===== config.mk =====
export PLATFORM = sky130hd
export DESIGN_NAME = condicionador_botoes
export DESIGN_NICKNAME = d
export VERILOG_FILES = /design/src/rtl/condicionador_botoes.sv
export SDC_FILE = /design/constraint.sdc
export NUM_CORES = 1
export LEC_CHECK = 0
export ABC_CLOCK_PERIOD_IN_PS = 3200
export BUFFER_PORTS_ARGS = -buffer_cell sky130_fd_sc_hd__clkbuf_2
export CAP_MARGIN = 30
export CORE_UTILIZATION = 50
export DETAILED_ROUTE_END_ITERATION = 7
export PLACE_DENSITY = 0.71
export SKIP_LAST_GASP = 1
export SLEW_MARGIN = 20
export SYNTH_ARGS = -nofsm -noshare
export SYNTH_HDL_FRONTEND = slang
export SYNTH_SLANG_ARGS = --single-unit

===== constraint.sdc =====
create_clock -name clock -period 3.2 [get_ports clock]
set_input_delay 0.16 -clock clock [delete_from_list [all_inputs] [get_ports clock]]
set_output_delay 0.16 -clock clock [all_outputs]
set_load 0.03 [all_outputs]

===== src/rtl/condicionador_botoes.sv =====
// Synchronizes, debounces and one-hot filters seven push buttons into a note vector.
// Optional accepted-press counter on contagem, enabled by defining CONDICIONADOR_CONTAGEM_EN.
module condicionador_botoes #(
  parameter int unsigned DEBOUNCE_CYCLES = 20
) (
  input  logic       clock,
  input  logic       reset,
  input  logic [6:0] botoes_raw,
  output logic [6:0] botoes,
  output logic       pulso_jogada,
  output logic       multiplo,
  output logic [7:0] contagem,
  output logic [1:0] db_estado
);

  localparam int unsigned CNT_W = 10;
  localparam logic [CNT_W-1:0] LIMITE = CNT_W'(DEBOUNCE_CYCLES - 1);

  localparam logic [1:0] SOLTO        = 2'd0;
  localparam logic [1:0] FILTRA_PRESS = 2'd1;
  localparam logic [1:0] PRESSIONADO  = 2'd2;
  localparam logic [1:0] FILTRA_SOLTA = 2'd3;

  logic [6:0]       sync1_q, sync1_d;
  logic [6:0]       sinc_q, sinc_d;
  logic [1:0]       estado_q, estado_d;
  logic [6:0]       cand_q, cand_d;
  logic [CNT_W-1:0] cnt_q, cnt_d;
  logic [6:0]       botoes_q, botoes_d;
  logic             pulso_q, pulso_d;
  logic             multiplo_q, multiplo_d;

  function automatic logic um_bit(input logic [6:0] v);
    return (v != 7'd0) && ((v & (v - 7'd1)) == 7'd0);
  endfunction

  // Next-state logic: a candidate must stay identical for DEBOUNCE_CYCLES samples
  always_comb begin
    sync1_d    = botoes_raw;
    sinc_d     = sync1_q;
    estado_d   = estado_q;
    cand_d     = cand_q;
    cnt_d      = cnt_q;
    botoes_d   = botoes_q;
    pulso_d    = 1'b0;
    multiplo_d = multiplo_q;
    case (estado_q)
      SOLTO: begin
        if (sinc_q != 7'd0) begin
          cand_d   = sinc_q;
          cnt_d    = '0;
          estado_d = FILTRA_PRESS;
        end
      end
      FILTRA_PRESS: begin
        if (sinc_q == 7'd0) begin
          estado_d = SOLTO;
        end else if (sinc_q != cand_q) begin
          cand_d = sinc_q;
          cnt_d  = '0;
        end else if (cnt_q == LIMITE) begin
          estado_d = PRESSIONADO;
          // Chords are swallowed: flagged, never forwarded as a note
          if (um_bit(cand_q)) begin
            botoes_d = cand_q;
            pulso_d  = 1'b1;
          end else begin
            multiplo_d = 1'b1;
          end
        end else begin
          cnt_d = cnt_q + CNT_W'(1);
        end
      end
      PRESSIONADO: begin
        if (sinc_q == 7'd0) begin
          cnt_d    = '0;
          estado_d = FILTRA_SOLTA;
        end
      end
      FILTRA_SOLTA: begin
        if (sinc_q != 7'd0) begin
          estado_d = PRESSIONADO;
        end else if (cnt_q == LIMITE) begin
          botoes_d   = '0;
          multiplo_d = 1'b0;
          estado_d   = SOLTO;
        end else begin
          cnt_d = cnt_q + CNT_W'(1);
        end
      end
      default: estado_d = SOLTO;
    endcase
  end

  always_ff @(posedge clock or negedge reset) begin
    if (!reset) begin
      sync1_q    <= '0;
      sinc_q     <= '0;
      estado_q   <= SOLTO;
      cand_q     <= '0;
      cnt_q      <= '0;
      botoes_q   <= '0;
      pulso_q    <= 1'b0;
      multiplo_q <= 1'b0;
    end else begin
      sync1_q    <= sync1_d;
      sinc_q     <= sinc_d;
      estado_q   <= estado_d;
      cand_q     <= cand_d;
      cnt_q      <= cnt_d;
      botoes_q   <= botoes_d;
      pulso_q    <= pulso_d;
      multiplo_q <= multiplo_d;
    end
  end

`ifdef CONDICIONADOR_CONTAGEM_EN
  logic [7:0] contagem_q, contagem_d;

  // Saturating count of accepted notes, stepping with the pulse it reports
  always_comb begin
    contagem_d = contagem_q;
    if (pulso_d && (contagem_q != 8'hFF)) contagem_d = contagem_q + 8'd1;
  end

  always_ff @(posedge clock or negedge reset) begin
    if (!reset) contagem_q <= '0;
    else        contagem_q <= contagem_d;
  end

  assign contagem = contagem_q;
`else
  assign contagem = 8'd0;
`endif

  assign botoes       = botoes_q;
  assign pulso_jogada = pulso_q;
  assign multiplo     = multiplo_q;
  assign db_estado    = estado_q;

endmodule


==> results.json, run 1 <==
{
  "status": "finished, final reports clean",
  "crit_arrival_ps": 2710,
  "finalWirelength_um": 3480,
  "rsz0062_at_grt": "false",
  "path_buf_inv": 0,
  "drive_above_1_share": 0.250,
  "fp.dieW_um": 65.6,
  "ios": 28,
  "clk_latency_ps": 290,
  "power_frac_comb": 0.068,
  "dr.pass1.iters": 4,
  "p_int_mw": 0.727,
  "die_y_um": 65.6,
  "postCtsSetupRepairBufs": 0,
  "grt_pass1_vias": 1306,
  "synthMuxAreaShare": 0.0830,
  "switchingPower_mw": 0.240,
  "cts_tree": "yes",
  "post_cts_resized": 0,
  "antenna_found_initial": 0,
  "path_cells": "ha_1 > or4b_4 > nor4_4 > nor4b_4 > o211ai_2 > mux2_2",
  "grt_use_total": 0.191,
  "setup_tns_ps": 0,
  "yosys.area_share.simple": 0.187,
  "startpoint_type": "register",
  "max-vdd-ir-drop_uv": 257,
  "row_count": 22,
  "p_leak_nw": 1.05,
  "n_antenna_cell": 0,
  "synth-xor-area-share": 0.0434,
  "wl_per_cell_um": 13.6,
  "netlist_area_sq_um": 2020,
  "cts_buffers": 5,
  "root_buffer": "clkbuf_8",
  "required_ps": 3380,
  "yosysUniqueCellTypes": 43,
  "place_area_sq_um": 2130,
  "cts_max_path_buffers": 2,
  "synth_compound_area_frac": 0.0960,
  "fin_skew_ps": 3.20,
  "hold_viol": 0,
  "overflow": 0,
  "critPathMaxStageDelay_ps": 500,
  "worst-setup-path-type": "reg -> reg",
  "start_util": 0.536,
  "synth_top_family_by_area": "simple AND/OR/NAND/NOR gates",
  "synth_edf_count": 0,
  "cp-end-kind": "register",
  "grt_max_degree": 43,
  "setup_violations": 0,
  "ys_warn_count": 0,
  "avgViaCountPerCell": 5.20,
  "hold_class": "in -> async",
  "synthAdderAreaFrac": 0.00620,
  "syn_inst": 176,
  "gp_congestion": 0.846,
  "switching_share": 0.248,
  "powerDensity_nw_per_um2": 417,
  "drc": 0,
  "synth_ff_type": "dfrtp_1",
  "seq_area_frac_synth": 0.520,
  "clock-sinks": 42,
  "crit_family": "simple AND/OR/NAND/NOR gates",
  "async_flop_share": 1.00,
  "avgSynthCellArea_sq_um": 11.5,
  "drv_cap": 0,
  "min_period_over_period": 0.791,
  "vias": 1332,
  "slew_violations": 0,
  "clk_pin_slew_ps": 80,
  "worst_pin_slew_ps": 765,
  "grt_pass1_wl_um": 6000,
  "cts_max_level": 2,
  "crit_fanout": 7,
  "core_sq_um": 3770,
  "finalInstanceArea_sq_um": 2320,
  "synth_seq_cells": 42,
  "dieArea_sq_um": 4300,
  "io_buffers": 19,
  "area_growth_syn_to_layout_pct": 14.8,
  "ant_nets": 0,
  "crit_path_top_delay_cell": "or4b_4",
  "maxSlewHeadroom": 0.489,
  "power_frac_seq": 0.582,
  "finalNetCount": 217,
  "clkPwrFrac": 0.350,
  "drtIter0Drc": 57,
  "min_period_ps": 2530,
  "fmax_mhz": 395,
  "dp_hpwl_um": 2470
}
synthesized netlist by cell type (3+ instances only):
library cell	number	share of area
xnor2_1	9	0.039
mux2_2	14	0.078
nand4_1	4	0.012
nand3_1	7	0.017
buf_4	10	0.037
a22o_1	5	0.022
nor2_1	10	0.019
inv_1	10	0.019
dfrtp_1	42	0.52
nor2b_1	7	0.022
nor3_1	3	0.0074
o21ai_0	3	0.0074
o31ai_1	3	0.011
a21o_1	4	0.015
nand2_1	6	0.011
a21oi_1	4	0.0099
power by group through the flow:
stage,Combinational [mW],Clock [mW],Sequential (mW)
after global routing,0.0734,0.375,0.564
after CTS,0.0632,0.351,0.562
final,0.0659,0.338,0.562
after global placement,0.0539,0,0.571
after floorplan,0.0492,0,0.566
after detailed placement,0.0566,0,0.573
per-layer routing:
layer  vias up  track usage  part of all wire
met5         -            0                 0
met2        32        0.302              0.49
met4         0       0.0978             0.019
met1       629        0.241              0.45
li1        664            -                 -
met3         7       0.0469             0.041
worst register-to-register path: stages (launching register included):
cell      delay [ps]
dfrtp_1          410
ha_1             240
or4b_4           500
nor4_4           370
nor4b_4          330
o211ai_2         240
mux2_2           340
cells in the final DEF (no fill, tap or decap), types with 2 or more instances in the layout:
cell / instances
dfrtp_1: 42
clkbuf_2: 18
mux2_2: 14
nor2_1: 10
inv_1: 10
xnor2_1: 9
conb_1: 8
dlygate4sd3_1: 8
nand3_1: 7
nor2b_1: 7
nand2_1: 6
a22o_1: 5
clkbuf_8: 5
a21oi_1: 4
nand4_1: 4
a21o_1: 4
nor3_1: 3
o21ai_0: 3
o31ai_1: 3
nor4b_1: 2
nor3b_1: 2
nor4_4: 2
and2_1: 2
a31oi_1: 2
nand2b_1: 2
o22ai_1: 2
buf_4: 2
cells by family (layout without fill, tap and decap cells):
group | Yosys count | count (layout)
XOR/XNOR | 10 | 10
other | 1 | 8
AND/OR/NAND/NOR | 57 | 57
buffers and inverters | 23 | 48
AO/OA/AOI/OAI | 27 | 27
adder cells (fa/ha/maj) | 1 | 1
flip-flops | 42 | 42
multiplexers | 15 | 15
stage by stage:
| step | power [mW] | std cells | worst slack [ps] | utilization | hold slack (ps) |
|---|---|---|---|---|---|
| 4_1_cts | 0.977 | 254 | 654 | 0.607 | 49.0 |
| 2_1_floorplan | 0.615 | 183 | 924 | - | -136 |
| 6_report | 0.966 | 256 | 668 | 0.615 | 234 |
| 5_1_grt | 1.01 | 256 | 445 | 0.615 | 245 |
| 3_5_place_dp | 0.630 | 239 | 658 | 0.564 | 270 |
| 3_3_place_gp | 0.625 | 239 | 755 | 0.564 | 268 |
sequential cells by signal, summed over array words and instances (netlist names), named ones only:
register      cells
botoes            7
cand_q            7
cnt_q            10
db_estado         1
multiplo          1
pulso_jogada      1
sinc_d            7
sinc_q            7
area by class of cell:
type,count,area [sq um]
fill,310,1450
clock buffer,5,68.8
inverter,10,37.5
timing repair buffer,30,210
multi-input combinational,118,870
sequential,42,1050
tap,48,60.1
clock inverter,3,21.3
worst paths after layout:
| kind | end | slack (ps) | depth (start not counted) | from |
|---|---|---|---|---|
| min in group clock | sinc_q[2]$_DFF_PN0_ | 350 | 0 | sinc_d[2]$_DFF_PN0_ |
| max | botoes[0]$_DFFE_PN0P_ | 670 | 6 | cnt_q[0]$_DFFE_PN0P_ |
| max in group asynchronous | cnt_q[8]$_DFFE_PN0P_ | 2540 | 3 | reset |
| min reg2reg | sinc_q[2]$_DFF_PN0_ | 350 | 0 | sinc_d[2]$_DFF_PN0_ |
| max reg2reg | botoes[0]$_DFFE_PN0P_ | 670 | 6 | cnt_q[0]$_DFFE_PN0P_ |
| min | cnt_q[7]$_DFFE_PN0P_ | 230 | 2 | reset |
repair_timing:
action	in CTS	in global routing
hold buffers	7	1
endpoints found under the hold margin	7	42
endpoints found under the setup margin	0	0
Power figures use the tool's default switching activity.
==> run 2: changes to the inputs <==
--- a/config.mk
+++ b/config.mk
@@ -5,12 +5,12 @@
 export SDC_FILE = /design/constraint.sdc
 export NUM_CORES = 1
 export LEC_CHECK = 0
-export ABC_CLOCK_PERIOD_IN_PS = 3200
+export ABC_CLOCK_PERIOD_IN_PS = 2300
 export BUFFER_PORTS_ARGS = -buffer_cell sky130_fd_sc_hd__clkbuf_2
 export CAP_MARGIN = 30
 export CORE_UTILIZATION = 50
 export DETAILED_ROUTE_END_ITERATION = 7
-export PLACE_DENSITY = 0.71
+export PLACE_DENSITY = 0.74
 export SKIP_LAST_GASP = 1
 export SLEW_MARGIN = 20
 export SYNTH_ARGS = -nofsm -noshare
==> constraint.sdc (replaced) <==
create_clock -name clock -period 2.3 [get_ports clock]
set_input_delay 0.115 -clock clock [delete_from_list [all_inputs] [get_ports clock]]
set_output_delay 0.115 -clock clock [all_outputs]
set_load 0.03 [all_outputs]
==> run 2 against run 1 <==
Die area did not move. Via count rose by 13%. Core utilization rose by 5.1 points. Maximum frequency rose by 10%. Critical endpoint is now botoes[3]$_DFFE_PN0P_. Flip-flop and latch count did not move. Worst setup slack got worse by 670 ps. Register-to-register slack got worse by 670 ps. Cell area rose by 8.4%. Non-clock buffer count rose by 18. Largest cell class unchanged. Global-route usage fell by 0.26 points.
==> results.json, run 2 (synthesis gave the netlist of run 1 again) <==
{
  "status": "finished, final reports clean",
  "critPathMaxStageDelay_ps": 560,
  "route.met2.wl_um": 2020,
  "vias": 1506,
  "drtIter0Drc": 73,
  "crit_arrival_ps": 2480,
  "fillCellCount": 271,
  "cts_max_level": 2,
  "fp.dieW_um": 65.6,
  "clock-sinks": 42,
  "min_period_over_period": 0.999,
  "die_y_um": 65.6,
  "area.sequential_sq_um": 1050,
  "final_cell_mix": "42 x dfrtp_1, 19 x buf_4, 18 x clkbuf_2",
  "crit_path_top_delay_cell": "or4_4",
  "clk_pin_slew_ps": 90,
  "grt_pass1_vias": 1352,
  "n_antenna_cell": 0,
  "setup_tns_ps": 0,
  "grt_pass1_wl_um": 6070,
  "cts_tree": "yes",
  "hold_class": "in -> async",
  "reg2reg_slack_ps": 3,
  "p_total_mw": 1.38,
  "layout_commonest_cell": "dfrtp_1",
  "cp-end-kind": "register",
  "finalWirelength_um": 3940,
  "hold_viol": 0,
  "fmax_mhz": 435,
  "crit_fanout": 8,
  "ios": 28,
  "core_sq_um": 3770,
  "root_buffer": "clkbuf_8",
  "dieArea_sq_um": 4300,
  "cts_buffers": 5,
  "place_area_sq_um": 2210,
  "overflow": 0,
  "finalWorstSetupSlack_ps": 3.23,
  "highest_layer": "met4",
  "rsz0062_at_grt": "true",
  "wl_met1_um": 1620,
  "final_cells": 274,
  "min_period_ps": 2300,
  "dp_slack_ps": -17.4,
  "finalInstanceArea_sq_um": 2510,
  "avgViaCountPerCell": 5.50,
  "p_leak_nw": 1.15,
  "largest_reg_flops": 10,
  "row_count": 22,
  "gp_congestion": 0.880,
  "timing.hold.ws_ps": 275,
  "ant_nets": 0,
  "drv_cap": 0,
  "grt_max_degree": 43,
  "slew_violations": 0,
  "setup_violations": 0,
  "path_cells": "or4_4 > nor4_4 > buf_4 > and4_4 > nor2b_1 > mux2_2",
  "antenna_found_initial": 0,
  "dp_cells": 250,
  "drive_above_1_share": 0.341,
  "dp_hpwl_um": 2620,
  "start_util": 0.536,
  "cts_max_path_buffers": 2,
  "grt_use_total": 0.188,
  "max-vdd-ir-drop_uv": 411,
  "multi_input_comb_area_sq_um": 913,
  "fin_skew_ps": 9.50,
  "worst-setup-path-type": "reg -> reg",
  "drc": 0,
  "fin_util": 0.666,
  "wl_met3_um": 229,
  "required_ps": 2490,
  "startpoint_type": "register",
  "powerDensity_nw_per_um2": 551,
  "clk_latency_ps": 300,
  "regMostFlops": "cnt_q",
  "io_buffers": 19,
  "wl_per_cell_um": 14.4,
  "area_growth_syn_to_layout_pct": 24.4,
  "finalNetCount": 235,
  "dr.pass1.iters": 4
}
==> run 2: metal layers <==
layer  up-vias  global-route usage
met5         -                   0
met4         0              0.0598
met3         8              0.0417
met2        60               0.321
met1       734               0.236
li1        704                   -
==> run 2: where the power goes <==
group / internal (mW) / switching [mW]
clock network: 0.219 / 0.274
registers: 0.758 / 0.0225
logic: 0.0514 / 0.0609
total: 1.03 / 0.357
==> run 2: final timing paths <==
check	from	endpoint	cells past startpoint
max in group asynchronous	reset	sinc_q[6]$_DFF_PN0_	3
min reg2reg	sinc_d[4]$_DFF_PN0_	sinc_q[4]$_DFF_PN0_	0
min	reset	botoes[0]$_DFFE_PN0P_	2
max	sinc_q[6]$_DFF_PN0_	botoes[3]$_DFFE_PN0P_	6
max reg2reg	sinc_q[6]$_DFF_PN0_	botoes[3]$_DFFE_PN0P_	6
min in group clock	sinc_d[4]$_DFF_PN0_	sinc_q[4]$_DFF_PN0_	0
==> run 2: critical path: cells and delay by family (launching register included) <==
kind,cells,cell delay (ps)
buf+inv,1,200
mux,1,260
simple gates,4,1320
flops,1,410
==> run 2: what timing repair did <==
item / CTS / global route
resized for setup: 1 / 12
cloned: 0 / 0
buffers inserted: 2 / 4
endpoints found under the hold margin: 7 / 17
endpoints found under the setup margin: 8 / 19
hold buffers: 7 / 1
pin swaps: 0 / 5
==> run 2: layout make-up <==
type	instances	area share
clock buffer	5	0.0274
multi-input combinational	118	0.364
sequential	42	0.418
inverter	10	0.0149
timing repair buffer	48	0.142
clock inverter	3	0.00996
tap	48	0.0239
==> run 3: changes to the inputs <==
--- a/config.mk
+++ b/config.mk
@@ -5,12 +5,12 @@
 export SDC_FILE = /design/constraint.sdc
 export NUM_CORES = 1
 export LEC_CHECK = 0
-export ABC_CLOCK_PERIOD_IN_PS = 2300
+export ABC_CLOCK_PERIOD_IN_PS = 2400
 export BUFFER_PORTS_ARGS = -buffer_cell sky130_fd_sc_hd__clkbuf_2
 export CAP_MARGIN = 30
 export CORE_UTILIZATION = 50
 export DETAILED_ROUTE_END_ITERATION = 7
-export PLACE_DENSITY = 0.74
+export PLACE_DENSITY = 0.71
 export SKIP_LAST_GASP = 1
 export SLEW_MARGIN = 20
 export SYNTH_ARGS = -nofsm -noshare
==> constraint.sdc (replaced) <==
create_clock -name clock -period 2.4 [get_ports clock]
set_input_delay 0.12 -clock clock [delete_from_list [all_inputs] [get_ports clock]]
set_output_delay 0.12 -clock clock [all_outputs]
set_load 0.03 [all_outputs]
==> run 3 against run 2 <==
Non-clock buffer count down 10. Die area did not move. First-iteration DRC count is 44% higher. Worst hold slack got worse by 47 ps. Register-to-register slack better by 110 ps. Global-route usage rose by 1.5 points. Highest routed layer unchanged. Critical path depth unchanged. Critical path type unchanged.
==> results.json, run 3 (synthesis gave the netlist of run 1 again) <==
{
  "status": "finished, final reports clean",
  "grt_max_degree": 43,
  "antenna_found_initial": 0,
  "required_ps": 2620,
  "min_period_over_period": 0.952,
  "overflow": 0,
  "p_leak_nw": 1.09,
  "ant_nets": 0,
  "grt_pass1_wl_um": 6430,
  "vias": 1437,
  "grt_use_total": 0.203,
  "clk_latency_ps": 300,
  "cts_max_level": 2,
  "max-vdd-ir-drop_uv": 416,
  "area.sequential_sq_um": 1050,
  "finalWirelength_um": 3780,
  "rsz0062_at_grt": "true",
  "fp.dieW_um": 65.6,
  "min_period_ps": 2290,
  "cts_max_path_buffers": 2,
  "crit_fanout": 4,
  "dp_hpwl_um": 2660,
  "fin_util": 0.635,
  "finalNetCount": 225,
  "final_cell_mix": "42 x dfrtp_1, 18 x clkbuf_2, 14 x mux2_2",
  "fillCellCount": 300,
  "root_buffer": "clkbuf_8",
  "hold_viol": 0,
  "drtIter0Drc": 105,
  "powerDensity_nw_per_um2": 543,
  "regMostFlops": "cnt_q",
  "setup_violations": 0,
  "hold_class": "in -> async",
  "n_antenna_cell": 0,
  "row_count": 22,
  "worst-setup-path-type": "reg -> reg",
  "grt_pass1_vias": 1396,
  "cts_tree": "yes",
  "start_util": 0.536,
  "cp-end-kind": "register",
  "core_sq_um": 3770,
  "cts_buffers": 5,
  "drv_cap": 0,
  "ios": 28,
  "drc": 0,
  "clk_pin_slew_ps": 80,
  "dr.pass1.iters": 5,
  "fmax_mhz": 438,
  "area_growth_syn_to_layout_pct": 18.6,
  "fin_skew_ps": 6.39,
  "avgViaCountPerCell": 5.44,
  "dp_slack_ps": 6.07,
  "startpoint_type": "register",
  "dieArea_sq_um": 4300,
  "drive_above_1_share": 0.287,
  "crit_arrival_ps": 2510,
  "layout_commonest_cell": "dfrtp_1",
  "multi_input_comb_area_sq_um": 882,
  "gp_congestion": 0.874,
  "io_buffers": 19,
  "timing.hold.ws_ps": 228,
  "slew_violations": 0,
  "finalWorstSetupSlack_ps": 114,
  "wl_per_cell_um": 14.3,
  "die_y_um": 65.6,
  "largest_reg_flops": 10,
  "clock-sinks": 42
}
[run 3: layer usage]
metal  track usage  up-vias  routed length, um
met2         0.318       44               1870
met1         0.269      705               1660
met3        0.0451        8                169
met4        0.0897        0                 72
met5             0        -                  0
li1              -      680                  -
[run 3: critical path: stages (launching register included)]
cell     delay (ps)
dfrtp_1         380
ha_2            220
or4b_4          500
nor4_4          170
nor4b_4         340
or4b_1          480
a21oi_1         130
[run 3: power by group]
group / leakage (nW) / internal (mW) / switching [mW] / total [mW]
combinational: 0.510 / 0.0398 / 0.0503 / 0.0901
clock: 0.0447 / 0.210 / 0.250 / 0.459
sequential: 0.533 / 0.726 / 0.0246 / 0.751
total: 1.09 / 0.975 / 0.325 / 1.30
[run 3: final cells by class]
type                            instances  area share
Sequential cell                        42       0.439
Multi-Input combinational cell        118       0.368
Timing Repair Buffer                   38       0.113
Clock buffer                            5      0.0287
Tap cell                               48      0.0251
Inverter                               10      0.0157
Clock inverter                          3      0.0104
[run 3: what timing repair did]
action	4_1_cts	5_1_grt
buffers inserted	0	3
resized for setup	1	2
pin swaps	0	3
endpoints found under the hold margin	7	11
hold buffers	7	1
endpoints found under the setup margin	1	8
[run 3: metrics by stage]
step	instances	total power, mW	TNS (ps)	cell area (sq um)
after global routing	264	1.36	-11.7	2390
after CTS	259	1.31	0	2330
after floorplan	183	0.820	0	2050
after global placement	244	0.835	0	2170
after detailed placement	244	0.841	0	2170
final	264	1.30	0	2390
[run 3: path summary, 6_finish.rpt]
kind,depth (start not counted),slack [ps],end,from
min in group clock,0,360,sinc_q[0]$_DFF_PN0_,sinc_d[0]$_DFF_PN0_
max in group asynchronous,3,1720,sinc_q[1]$_DFF_PN0_,reset
worst min register to register,0,360,sinc_q[0]$_DFF_PN0_,sinc_d[0]$_DFF_PN0_
worst max register to register,6,110,multiplo$_DFFE_PN0P_,cnt_q[1]$_DFFE_PN0P_
worst max-delay path,6,110,multiplo$_DFFE_PN0P_,cnt_q[1]$_DFFE_PN0P_
worst min-delay path,2,230,cand_q[2]$_DFFE_PN0P_,reset
